===== src/rtl/d8_loader_pkg.sv =====
// rtl/d8_loader_pkg.sv - shared d8 loader definitions: state encodings and parameter defaults.
// Optional checksum stage is controlled by D8_LOADER_CHECKSUM_EN.
package d8_loader_pkg;

  typedef enum logic [2:0] {
    ST_IDLE = 3'd0,
    ST_LEN  = 3'd1,
    ST_DATA = 3'd2,
`ifdef D8_LOADER_CHECKSUM_EN
    ST_CSUM = 3'd3,
`endif
    ST_FIN  = 3'd4,
    ST_FAIL = 3'd5
  } state_t;

  localparam logic [7:0]  DEF_SYNC_BYTE      = 8'hA5;
  localparam logic [15:0] DEF_TIMEOUT_CYCLES = 16'd50000;

  // States in which the inter-byte timeout is armed.
  function automatic logic in_frame(input state_t s);
    return (s == ST_LEN) || (s == ST_DATA)
`ifdef D8_LOADER_CHECKSUM_EN
           || (s == ST_CSUM)
`endif
           ;
  endfunction

endpackage


===== src/rtl/d8_loader_if.sv =====
// rtl/d8_loader_if.sv - byte stream input and instruction-memory write port of the d8 loader.
interface d8_loader_if;
  logic [7:0] rx_data;
  logic       rx_valid;
  logic       rx_ready;
  logic       imem_we;
  logic [7:0] imem_addr;
  logic [7:0] imem_data;

  modport master (
    input  rx_data, rx_valid,
    output rx_ready, imem_we, imem_addr, imem_data
  );

  modport slave (
    output rx_data, rx_valid,
    input  rx_ready, imem_we, imem_addr, imem_data
  );
endinterface


===== src/rtl/d8_loader_timeout.sv =====
// rtl/d8_loader_timeout.sv - idle-cycle counter; expired is high once LIMIT idle edges have elapsed.
module d8_loader_timeout #(
  parameter int unsigned LIMIT = 49998
) (
  input  logic clk,
  input  logic rst,
  input  logic clear,
  input  logic enable,
  output logic expired
);

  logic [15:0] count;

  assign expired = (count == 16'(LIMIT));

  always_ff @(posedge clk) begin
    if (rst || clear) begin
      count <= '0;
    end else if (enable && !expired) begin
      count <= count + 16'd1;
    end
  end

endmodule


===== src/rtl/d8_loader.sv =====
// rtl/d8_loader.sv - framed byte-stream loader for the d8 instruction memory.
// Define D8_LOADER_CHECKSUM_EN to add the trailing checksum byte and its check.
module d8_loader
  import d8_loader_pkg::*;
#(
  parameter logic [7:0]  SYNC_BYTE      = DEF_SYNC_BYTE,
  parameter logic [15:0] TIMEOUT_CYCLES = DEF_TIMEOUT_CYCLES
) (
  input  logic       sys_clk,
  input  logic       sys_rst,
  d8_loader_if.master bus,
  output logic       core_rst,
  output logic       done,
  output logic       err
);

  // FAIL is entered one edge after expiry and err one edge after that, so the
  // counter limit is trimmed by two to put err exactly TIMEOUT_CYCLES after the last byte.
  localparam int unsigned TO_LIMIT = 32'(TIMEOUT_CYCLES) - 32'd2;

  state_t     state_q, state_d;
  logic [7:0] remain_q;
  logic [7:0] idx_q;
  logic [7:0] sum_q;
  logic       rel_q;
  logic       xfer;
  logic       active;
  logic       expired;
  logic       last_byte;
  logic       is_sync;

  assign bus.rx_ready = (state_q != ST_FIN) && (state_q != ST_FAIL);
  assign xfer         = bus.rx_valid && bus.rx_ready;
  assign active       = in_frame(state_q);
  assign last_byte    = (remain_q == 8'd1);
  assign is_sync      = (bus.rx_data == SYNC_BYTE);

  d8_loader_timeout #(
    .LIMIT (TO_LIMIT)
  ) u_timeout (
    .clk     (sys_clk),
    .rst     (sys_rst),
    .clear   (xfer || !active),
    .enable  (active),
    .expired (expired)
  );

  always_comb begin
    state_d = state_q;
    case (state_q)
      ST_IDLE: begin
        if (xfer && is_sync) state_d = ST_LEN;
      end
      ST_LEN: begin
        if (xfer)         state_d = ST_DATA;
        else if (expired) state_d = ST_FAIL;
      end
      ST_DATA: begin
        if (xfer) begin
          if (last_byte) begin
`ifdef D8_LOADER_CHECKSUM_EN
            state_d = ST_CSUM;
`else
            state_d = ST_FIN;
`endif
          end
        end else if (expired) begin
          state_d = ST_FAIL;
        end
      end
`ifdef D8_LOADER_CHECKSUM_EN
      ST_CSUM: begin
        if (xfer)         state_d = (bus.rx_data == sum_q) ? ST_FIN : ST_FAIL;
        else if (expired) state_d = ST_FAIL;
      end
`endif
      ST_FIN:  state_d = ST_IDLE;
      ST_FAIL: state_d = ST_IDLE;
      default: state_d = ST_IDLE;
    endcase
  end

  always_ff @(posedge sys_clk) begin
    if (sys_rst) begin
      state_q       <= ST_IDLE;
      core_rst      <= 1'b1;
      done          <= 1'b0;
      err           <= 1'b0;
      bus.imem_we   <= 1'b0;
      bus.imem_addr <= 8'h00;
      bus.imem_data <= 8'h00;
      sum_q         <= 8'h00;
      idx_q         <= 8'h00;
      remain_q      <= 8'h00;
      rel_q         <= 1'b0;
    end else begin
      state_q     <= state_d;
      bus.imem_we <= 1'b0;
      rel_q       <= (state_q == ST_FIN);
      if (state_q == ST_FIN)  done <= 1'b1;
      if (state_q == ST_FAIL) err  <= 1'b1;
      // The core leaves reset the cycle after done rises, unless a new frame starts.
      if (rel_q) core_rst <= 1'b0;
      if (xfer) begin
        case (state_q)
          ST_IDLE: begin
            if (is_sync) begin
              core_rst <= 1'b1;
              done     <= 1'b0;
              err      <= 1'b0;
              idx_q    <= 8'h00;
              sum_q    <= 8'h00;
            end
          end
          ST_LEN: remain_q <= bus.rx_data;
          ST_DATA: begin
            bus.imem_we   <= 1'b1;
            bus.imem_addr <= idx_q;
            bus.imem_data <= bus.rx_data;
            idx_q         <= idx_q + 8'd1;
            sum_q         <= sum_q + bus.rx_data;
            remain_q      <= remain_q - 8'd1;
          end
          default: ;
        endcase
      end
    end
  end

endmodule


===== src/flat_wrapper.sv =====
// flat-port wrapper written by rule: the top's interface ports become plain ports
module d8_loader_flat import d8_loader_pkg::*;
#(
  parameter logic [7:0]  SYNC_BYTE      = DEF_SYNC_BYTE,
  parameter logic [15:0] TIMEOUT_CYCLES = DEF_TIMEOUT_CYCLES
)
  (sys_clk, sys_rst, core_rst, done, err, bus_rx_data, bus_rx_valid, bus_rx_ready, bus_imem_we, bus_imem_addr, bus_imem_data);
  d8_loader_if bus_i ();
  input  logic sys_clk;
  input  logic sys_rst;
  output logic core_rst;
  output logic done;
  output logic err;
  input wire logic [$bits(bus_i.rx_data)-1:0] bus_rx_data;
  input wire logic [$bits(bus_i.rx_valid)-1:0] bus_rx_valid;
  output wire logic [$bits(bus_i.rx_ready)-1:0] bus_rx_ready;
  output wire logic [$bits(bus_i.imem_we)-1:0] bus_imem_we;
  output wire logic [$bits(bus_i.imem_addr)-1:0] bus_imem_addr;
  output wire logic [$bits(bus_i.imem_data)-1:0] bus_imem_data;
  assign bus_i.rx_data = bus_rx_data;
  assign bus_i.rx_valid = bus_rx_valid;
  assign bus_rx_ready = bus_i.rx_ready;
  assign bus_imem_we = bus_i.imem_we;
  assign bus_imem_addr = bus_i.imem_addr;
  assign bus_imem_data = bus_i.imem_data;
  d8_loader #(.SYNC_BYTE(SYNC_BYTE), .TIMEOUT_CYCLES(TIMEOUT_CYCLES)) u_core (.sys_clk(sys_clk), .sys_rst(sys_rst), .bus(bus_i), .core_rst(core_rst), .done(done), .err(err));
endmodule

===== config.mk =====
export PLATFORM = sky130hd
export DESIGN_NAME = d8_loader_flat
export DESIGN_NICKNAME = d
export VERILOG_FILES = /design/src/rtl/d8_loader_pkg.sv /design/src/rtl/d8_loader_if.sv /design/src/rtl/d8_loader_timeout.sv /design/src/rtl/d8_loader.sv /design/src/flat_wrapper.sv
export SDC_FILE = /design/constraint.sdc
export NUM_CORES = 1
export LEC_CHECK = 0
export CAP_MARGIN = 5
export CORE_ASPECT_RATIO = 1.5
export CORE_MARGIN = 1.5
export CORE_UTILIZATION = 41
export CTS_BUF_LIST = sky130_fd_sc_hd__clkbuf_4
export CTS_CLUSTER_SIZE = 40
export DETAILED_ROUTE_END_ITERATION = 8
export DONT_BUFFER_PORTS = 1
export PLACE_DENSITY = 0.66
export SYNTH_ARGS = -nofsm -noshare
export SYNTH_HDL_FRONTEND = slang
export SYNTH_SLANG_ARGS = --single-unit

===== constraint.sdc =====
create_clock -name sys_clk -period 2.4 [get_ports sys_clk]
set_input_delay 0.36 -clock sys_clk [delete_from_list [all_inputs] [get_ports sys_clk]]
set_output_delay 0.36 -clock sys_clk [all_outputs]
set_load 0.02 [all_outputs]

======== Word level (Yosys, flattened, before mapping) ========
Index checks and enable logic that the tools add are counted.
word-level totals
  bits in registers ....................... 56
  bits of input ports ..................... 11
  output and inout port bits .............. 21
  logic and storage cells ................. 66
cells by class
  add/sub/neg operators ................... 3
  eq/ne operators ......................... 12
  multiplexer cells ....................... 22
  bitwise operators ....................... 1
  reduce and logical (&&, ||, !) cells .... 17
operator list
  kind                     count
  $pmux W8 S2              2
  $add A16 B1 Y16 const B  1
  $eq A16 B16 Y1 const B   1
  $mux W3                  5
  $mux W1                  13
  $ne A3 B3 Y1 const B     3
  $pmux W3 S3              1
  $add A8 B1 Y8 const B    1
  $eq A8 B1 Y1 const B     1
  $eq A8 B8 Y1 const B     1
  $mux W8                  1
  $sub A8 B1 Y8 const B    1
  $eq A3 B3 Y1 const B     2
  $reduce_and A2 Y1        3
  $logic_and A1 B1 Y1      4
  $ne A2 B1 Y1 const B     2
  $reduce_bool A2 Y1       2
  $eq A3 B1 Y1 const B     1
  $eq A3 B2 Y1 const B     1
  $logic_not A3 Y1         1
  $logic_or A1 B1 Y1       3
  $reduce_and A3 Y1        1
  $logic_not A1 Y1         2
  $reduce_or A2 Y1         1
  $not A1 Y1               1

======== Depth between registers and ports, before layout ========
Gate-level depths: netlist of run 1.
  depth in word-level cells ............... 6
  depth in mapped cells ................... 7
  mapped depth without buffers ............ 6

======== Cells and area by module ========
Synthesis of run 1 repeated with hierarchy kept, for this count alone.
second synthesis, totals
  cells, all modules ...................... 332
  area, all modules ....................... 2,727.6 um^2
by module, submodules not included
  module             times used  cells each  area an instance (um^2)  sequential area each (um^2)
  d8_loader          1           234         1,913.1                  800.8
  d8_loader_timeout  1           98          814.5                    320.3

======== Worst setup path after synthesis of run 1 ========
Ideal clock, no wire load.
  path type ............................... flip-flop to flip-flop
  from .................................... register u_core.remain_q[0]
  to ...................................... register u_core.remain_q[7]
  arrival time ............................ 1.722 ns
  path slack .............................. 0.589 ns
  stages on the path, launching flop included .. 5
  period minus slack after synthesis ...... 1.811 ns
  path through ............................ dfxtp_1 or4_4 or4_1 o31a_1 o32ai_2
between the ends
  word-level cells in the longest chain between the ends .. 2
ends and longest elaborated chain
  item                    line              source
  start, declared         d8_loader.sv:22   logic [7:0] remain_q;
  start signal, assigned  d8_loader.sv:115  ST_LEN: remain_q <= bus.rx_data;
  start signal, assigned  d8_loader.sv:122  remain_q <= remain_q - 8'd1;
  $sub A8 B1 Y8           d8_loader.sv:122
  $pmux W8 S2             d8_loader.sv:105  case (state_q)
No other way between the ends.
A chain may end at the register's enable or synchronous reset.

======== Worst setup path in the final report of run 1 ========
  from .................................... register u_core.state_q[0]
  to ...................................... register u_core.u_timeout.count[11]
between the ends
  word-level cells in the longest chain between the ends .. 5
  elaborated cells between the ends (all ways) .. 11
ends and longest elaborated chain
  item                                                              line                                  source
  start, declared                                                   d8_loader.sv:21                       state_t state_q, state_d;
  start signal, assigned                                            d8_loader.sv:97                       state_q <= state_d;
  $ne A3 B3 Y1 (tied with other cells)                              d8_loader.sv:32                       assign bus.rx_ready = (state_q != ST_FIN) && (state_q != ST_FAIL);
  $logic_and A1 B1 Y1 / $logic_or A1 B1 Y1 (equally long branches)  d8_loader.sv:32, d8_loader_pkg.sv:21
  $logic_and A1 B1 Y1 / $logic_not A1 Y1 (equally long branches)    d8_loader.sv:33, d8_loader.sv:43
  $logic_or A1 B1 Y1                                                d8_loader.sv:43                       .clear (xfer || !active),
  $logic_or A1 B1 Y1                                                d8_loader_timeout.sv:17               if (rst || clear) begin
  end signal, assigned                                              d8_loader_timeout.sv:20               count <= count + 16'd1;
  end, declared                                                     d8_loader_timeout.sv:12               logic [15:0] count;
Several ways; a longest one is shown, not always the timed one.

==> metrics.md, run 1 <==
| Metric | Value |
|---|---|
| Cells after Synth | 330 |
| Pint | 0.00118 W |
| Post-synth EDFFs | 0 |
| Initial Util | 43.1% |
| Maximum clock frequency | 0.477 GHz |
| Share of layout cells above drive strength 1 | 5.54% |
| Placed cell area | 2740 um^2 |
| Area leader, netlist | dfxtp_1 |
| Switching share of power | 29.4% |
| DP Cell Count | 390 |
| Setup CP Type | flip-flop to flip-flop |
| CP max FO | 12 |
| Rows | 35 |
| Worst path top cell family by delay | simple AND/OR/NAND/NOR gates |
| Inserted Clock Buffers | 5 |
| Post-route antenna net violation count | 0 |
| Initial antenna violation count | 0 |
| Synth cell count leaders | dfxtp_1, nand2_1, a21oi_1 |
| Iter 0 DRT Violations | 59 |
| Outcome | complete, no violations |
| Unrepaired setup endpoints after global routing | no |
| Setup tns final | 0 ns |
| Skew final | 0.0201 ns |
| Max VDD drop | 0.385 mV |
| Register area | 1120 um^2 |
| Netlist Area Pre-Place | 2680 um^2 |
| Syn Nets | 346 |
| Clk Latency, worst-skew pair | 0.39 ns |
| Die Y-Extent | 102 um |
| Gr usage total | 18.0% |
| Comb power frac | 15.1% |
| Largest stage delay on the critical path | 0.63 ns |
| Post-route insts no fill | 399 |
| Post-DR wirelength/cell | 14.8 um |
| Largest net degree at the start of global routing | 35 |
| Most common flop cell mapped by yosys | dfxtp_1 |
| Endpoints failing setup | 0 |
| Vias per Instance | 5.83 |
| HPWL after DPL | 4210 um |
| Worst Max-Slew Pin Slew | 0.943 ns |
| Core Area | 6220 um^2 |
| Seq pwr share | 59.5% |
| Crit path cell chain | xnor2_1, or3_1, or4_1, a21oi_1 |
| Multi-input logic area | 1450 um^2 |
| Fill cells | 654 |
| Area delta synth->final | 5.00% |
| IO Count | 32 |
| Cell leakage power | 0.850 nW |
| Postcts setup bufs | 0 |
| Diodes inserted | 0 |
| DRC violations left | 0 |
| CTS Buffer Depth | 2 |
| CTS tree | done |
| Crit share post-route | 87.3% |
| Tmin final | 2.09 ns |
| Die area | 7030 um^2 |
| Most frequent cell after synthesis | dfxtp_1 |
| Reg clk slew, reported paths | 0.17 ns |
| Fin. Hold Viols | 0 |
| TritonRoute pass-1 iters | 4 |
| YS warnings | 0 |
| Count of final max-slew check failures | 0 |
| Worst setup SP type | flip-flop |
| Max-cap violations | 0 |
| Grt total ovfl | 0 |
| Top cell type's share of synthesized area | 41.9% |
| Fin area | 2810 um^2 |
| WL final | 5920 um |
| Via Count | 2326 |
| Power per cell area | 594 nW/um^2 |
| Slew HR | 37.1% |
| Syn_area_per_cell | 8.11 um^2 |
| CTS HTree Levels | 2 |
| Clk network pwr share | 25.4% |
| Gpl congestion | 0.769 |
| Register bit count reported by yosys | 56 |
| Arr. time, crit path | 2.43 ns |
| First-pass GRT wire length | 9780 um |
| CTS Sinks | 56 |
| Sequential area share after synthesis | 41.9% |
| Req. time, crit path | 2.73 ns |
| Net count, final | 341 |
| Vias in the first global route | 2145 |
| Async S/R FF share, synth | 0% |
| Worst hold path type | input pin to flip-flop |
| Synth unique cells | 50 |
| Die extent in x | 69.0 um |
| Worst hold slack | 0.0180 ns |
| CP bufs+invs | 0 |
| Worst R2R Setup Slack | 0.31 ns |
| CP max-delay cell | dfxtp_1 |
| Root buffer cell | clkbuf_4 |
| PortBufs | 0 |
| Kind of end point of the critical path | flip-flop |
| Psw | 0.000492 W |
| Synth area leaders | dfxtp_1, a21oi_1, nand2_1, nor2_1, or4_1 |
## flip-flops by register name, indices dropped and copies added, names as in the netlist
register / flops
u_core.u_timeout.count: 16
u_core.remain_q: 8
u_core.idx_q: 8
u_core.bus.imem_addr: 8
u_core.err: 1
u_core.rel_q: 1
u_core.bus.imem_data: 8
u_core.state_q: 3
u_core.done: 1
u_core.bus.imem_we: 1
u_core.core_rst: 1
## logic make-up (layout without fill, tap and decap cells)
kind of cell	Yosys count	in the layout	share of synthesized area, %
and+or+nand+nor	146	146	29.2
AOI/OAI and AO/OA	85	85	19.1
DFF	56	56	41.9
buffers and inverters	28	23	4.16
xor gates and xnor gates	8	8	2.62
adders and majority gates	5	5	2.34
muxes	2	2	0.794
## repair_timing
item / 4_1_cts / 5_1_grt
endpoints found under the hold margin: 0 / 13
gates resized for setup: 0 / 0
hold buffers: 0 / 2
## power by group through the flow
| stage | Clock, W | Sequential, W | Combinational (W) |
|---|---|---|---|
| finish | 0.000424 | 0.000994 | 0.000253 |
| global route | 0.000464 | 0.00100 | 0.000283 |
| CTS | 0.000436 | 0.000994 | 0.000247 |
| detailed placement | 0 | 0.00101 | 0.000246 |
| global placement | 0 | 0.00101 | 0.000243 |
| floorplan | 0 | 0.000998 | 0.000216 |
## final timing paths
kind,from,to,cells after the start
max,u_core.state_q[0],u_core.u_timeout.count[11],4
min,sys_rst,u_core.remain_q[0],1
max reg2reg,u_core.state_q[0],u_core.u_timeout.count[11],4
min reg2reg,u_core.rel_q,u_core.core_rst,2
## through the flow
step,worst slack (ns),power [W],utilization (%)
floorplan,0.589,0.00121,-
global placement,0.376,0.00125,44.0
detailed placement,0.327,0.00126,44.0
CTS,0.306,0.00168,44.9
global route,0.113,0.00175,45.2
finish,0.305,0.00167,45.2
## metal layers
layer  track usage (%)  share of wire [%]
met5                 0                  0
met1              20.7                 42
met3              3.41                2.8
met2              32.5                 54
met4              6.18                1.7
## layout by cell type (no fill, tap or decap), types with 3 or more instances in the layout
| cell | netlist | layout |
|---|---|---|
| a21oi_1 | 46 | 46 |
| and2_1 | 5 | 5 |
| buf_4 | 0 | 7 |
| clkbuf_4 | 0 | 6 |
| dfxtp_1 | 56 | 56 |
| ha_1 | 5 | 5 |
| inv_1 | 7 | 7 |
| nand2_1 | 48 | 48 |
| nand2b_1 | 3 | 3 |
| nand3_1 | 9 | 9 |
| nand4_1 | 4 | 4 |
| nor2_1 | 24 | 24 |
| nor3_1 | 6 | 6 |
| nor3b_1 | 3 | 3 |
| nor4_1 | 6 | 6 |
| o21ai_0 | 8 | 8 |
| o21ai_1 | 5 | 5 |
| o31a_1 | 3 | 3 |
| o31ai_1 | 9 | 9 |
| or3_1 | 10 | 10 |
| or4_1 | 10 | 10 |
| xnor2_1 | 5 | 5 |
| xor2_1 | 3 | 3 |
## worst register-to-register path, stage by stage (launching register included)
cell     delay, ns
dfxtp_1       0.63
xnor2_1       0.24
or3_1         0.51
or4_1         0.53
a21oi_1       0.14
## area by class of cell
cell class | instances | share of cell area (%)
multi-input cells | 246 | 51.4
clock buffers | 6 | 1.60
well taps | 74 | 3.29
clock inverters | 1 | 0.312
flip-flops and latches | 56 | 39.9
inverters | 7 | 0.935
repair buffers | 9 | 2.58
(Power assumes the default switching activity.)
==> run 2, diff against run 1 <==
CORE_ASPECT_RATIO = 0.6   (was 1.5)
==> metrics.md, run 2 (synthesis gave the netlist of run 1 again) <==
| Metric | Value |
|---|---|
| Biggest register | u_core.u_timeout.count |
| Gr usage total | 18.6% |
| Count of final max-slew check failures | 0 |
| CTS Sinks | 56 |
| Worst hold path type | input pin to flip-flop |
| Setup tns final | 0 ns |
| Initial antenna violation count | 0 |
| Vias per Instance | 5.64 |
| Diodes inserted | 0 |
| Endpoints failing setup | 0 |
| Req. time, crit path | 2.70 ns |
| Power per cell area | 621 nW/um^2 |
| CP max FO | 12 |
| Seq pwr share | 56.2% |
| Total Power | 0.00177 W |
| Switching share of power | 27.4% |
| First-pass GRT wire length | 10400 um |
| Iter 0 DRT Violations | 181 |
| Tmin final | 2.14 ns |
| CTS HTree Levels | 2 |
| CTS tree | done |
| Post-route antenna net violation count | 0 |
| Max-cap violations | 0 |
| TritonRoute pass-1 iters | 5 |
| Outcome | complete, no violations |
| Slew HR | 32.1% |
| Setup CP Type | flip-flop to flip-flop |
| Net count, final | 342 |
| Post-DR wirelength/cell | 15.1 um |
| Psw | 0.000485 W |
| Inserted Clock Buffers | 5 |
| Die Y-Extent | 65.6 um |
| Worst hold slack | 0.0353 ns |
| Grt total ovfl | 0 |
| WL final | 6220 um |
| Fin. Hold Viols | 0 |
| Initial Util | 43.0% |
| Hold wc startpoint | sys_rst |
| Cell depth of the worst min-delay path | 1 |
| FF-to-FF End | u_core.u_timeout.count[11] |
| Hold Path End | u_core.bus.imem_addr[0] |
| Unrepaired setup endpoints after global routing | no |
| Worst setup SP type | flip-flop |
| HPWL after DPL | 4370 um |
| Root buffer cell | clkbuf_4 |
| Rows | 22 |
| PortBufs | 0 |
| Commonest non-fill, non-tap cell in the layout | dfxtp_1 |
| Comb power frac | 14.6% |
| Fill cells | 638 |
| Clk network pwr share | 29.2% |
| Commonest non-fill, non-tap cells in the layout | dfxtp_1, nand2_1, a21oi_1, nor2_1 |
| Arr. time, crit path | 2.44 ns |
| Die area | 7040 um^2 |
| Share of layout cells above drive strength 1 | 6.42% |
| Reg2reg start | u_core.state_q[0] |
| Worst Max-Slew Pin Slew | 1.02 ns |
| Die extent in x | 107 um |
| PnR worst setup slack | 0.255 ns |
| Area delta synth->final | 6.64% |
| Skew final | 0.0152 ns |
| Worst R2R Setup Slack | 0.26 ns |
| IO Count | 32 |
| Via Count | 2316 |
| Reg clk slew, reported paths | 0.16 ns |
| CTS Buffer Depth | 2 |
| DRC violations left | 0 |
| Max VDD drop | 0.365 mV |
| Clk Latency, worst-skew pair | 0.37 ns |
| Dpl ws | 0.315 ns |
| Vias in the first global route | 2036 |
| Gpl congestion | 0.830 |
| Reg2Reg Depth | 4 |
| Largest register FFs | 16 |
| Crit share post-route | 89.4% |
| Core Area | 6220 um^2 |
| Largest net degree at the start of global routing | 35 |
| Cell leakage power | 0.869 nW |
| Pint | 0.00129 W |
| Maximum clock frequency | 0.466 GHz |
| Kind of end point of the critical path | flip-flop |
## run 2: cell types whose count changed in the layout (fill, tap and decap cells not counted)
cell | before | now
dlygate4sd3_1 | 2 | 1
clkinv_2 | 0 | 1
bufinv_16 | 0 | 1
inv_6 | 1 | 0
buf_4 | 7 | 9
## run 2: layer usage
layer | part of all wire (%) | vias to the layer above | GRT usage [%]
li1 | - | 1181 | -
met1 | 56 | 1071 | 30.5
met2 | 37 | 62 | 23.4
met3 | 6.8 | 2 | 4.96
met4 | 0.40 | 0 | 2.96
met5 | 0 | - | 0
## run 2: worst max path at each step
| stage | from | endpoint | slack (ns) | depth (start not counted) |
|---|---|---|---|---|
| 2_1_floorplan | u_core.remain_q[0] | u_core.remain_q[7] | 0.59 | 4 |
| 3_3_place_gp | u_core.state_q[0] | u_core.u_timeout.count[11] | 0.38 | 4 |
| 3_5_place_dp | u_core.state_q[0] | u_core.u_timeout.count[11] | 0.32 | 4 |
| 4_1_cts | u_core.state_q[0] | u_core.u_timeout.count[11] | 0.28 | 4 |
| 5_1_grt | u_core.state_q[0] | u_core.u_timeout.count[11] | 0.11 | 4 |
| 6_report | u_core.state_q[0] | u_core.u_timeout.count[11] | 0.26 | 4 |
## run 2: what timing repair did
item | 4_1_cts | 5_1_grt
hold buffers | 0 | 1
hold endpoints to repair | 0 | 13
setup buffers | 0 | 0
resized for setup | 0 | 0
## run 2: final cells by class
type                            instances  area [um^2]  area share [%]
Timing Repair Buffer                   10         77.6            2.72
Inverter                                7         26.3           0.920
Multi-Input combinational cell        246         1450            50.6
Clock inverter                          2         35.0            1.23
Sequential cell                        56         1120            39.3
Tap cell                               84          105            3.68
Clock buffer                            6         45.0            1.58
## run 2: power by group through the flow
stage               combinational, W  sequential [W]  clock, W
global placement            0.000250         0.00101         0
global route                0.000293         0.00100  0.000576
CTS                         0.000251        0.000995  0.000534
detailed placement          0.000250         0.00102         0
floorplan                   0.000216        0.000998         0
finish                      0.000259        0.000996  0.000518
## run 2: worst max-delay path, stage by stage, from the launching register on
cell	delay (ns)
dfxtp_1	0.63
xnor2_1	0.25
or3_1	0.53
or4_1	0.53
a21oi_1	0.14
## run 2: per-stage QoR
step                      cells  util, %  instance area, um^2
after global routing        411     45.9                 2860
after detailed placement    402     44.4                 2770
after global placement      402     44.4                 2770
after floorplan             330        -                 2680
final                       411     45.9                 2860
after CTS                   410     45.7                 2850
==> run 3, diff against run 2 <==
TNS_END_PERCENT = 20   (was unset)
==> results of run 3 <==
Final layout, timing and power as in run 2 (identical DEF).
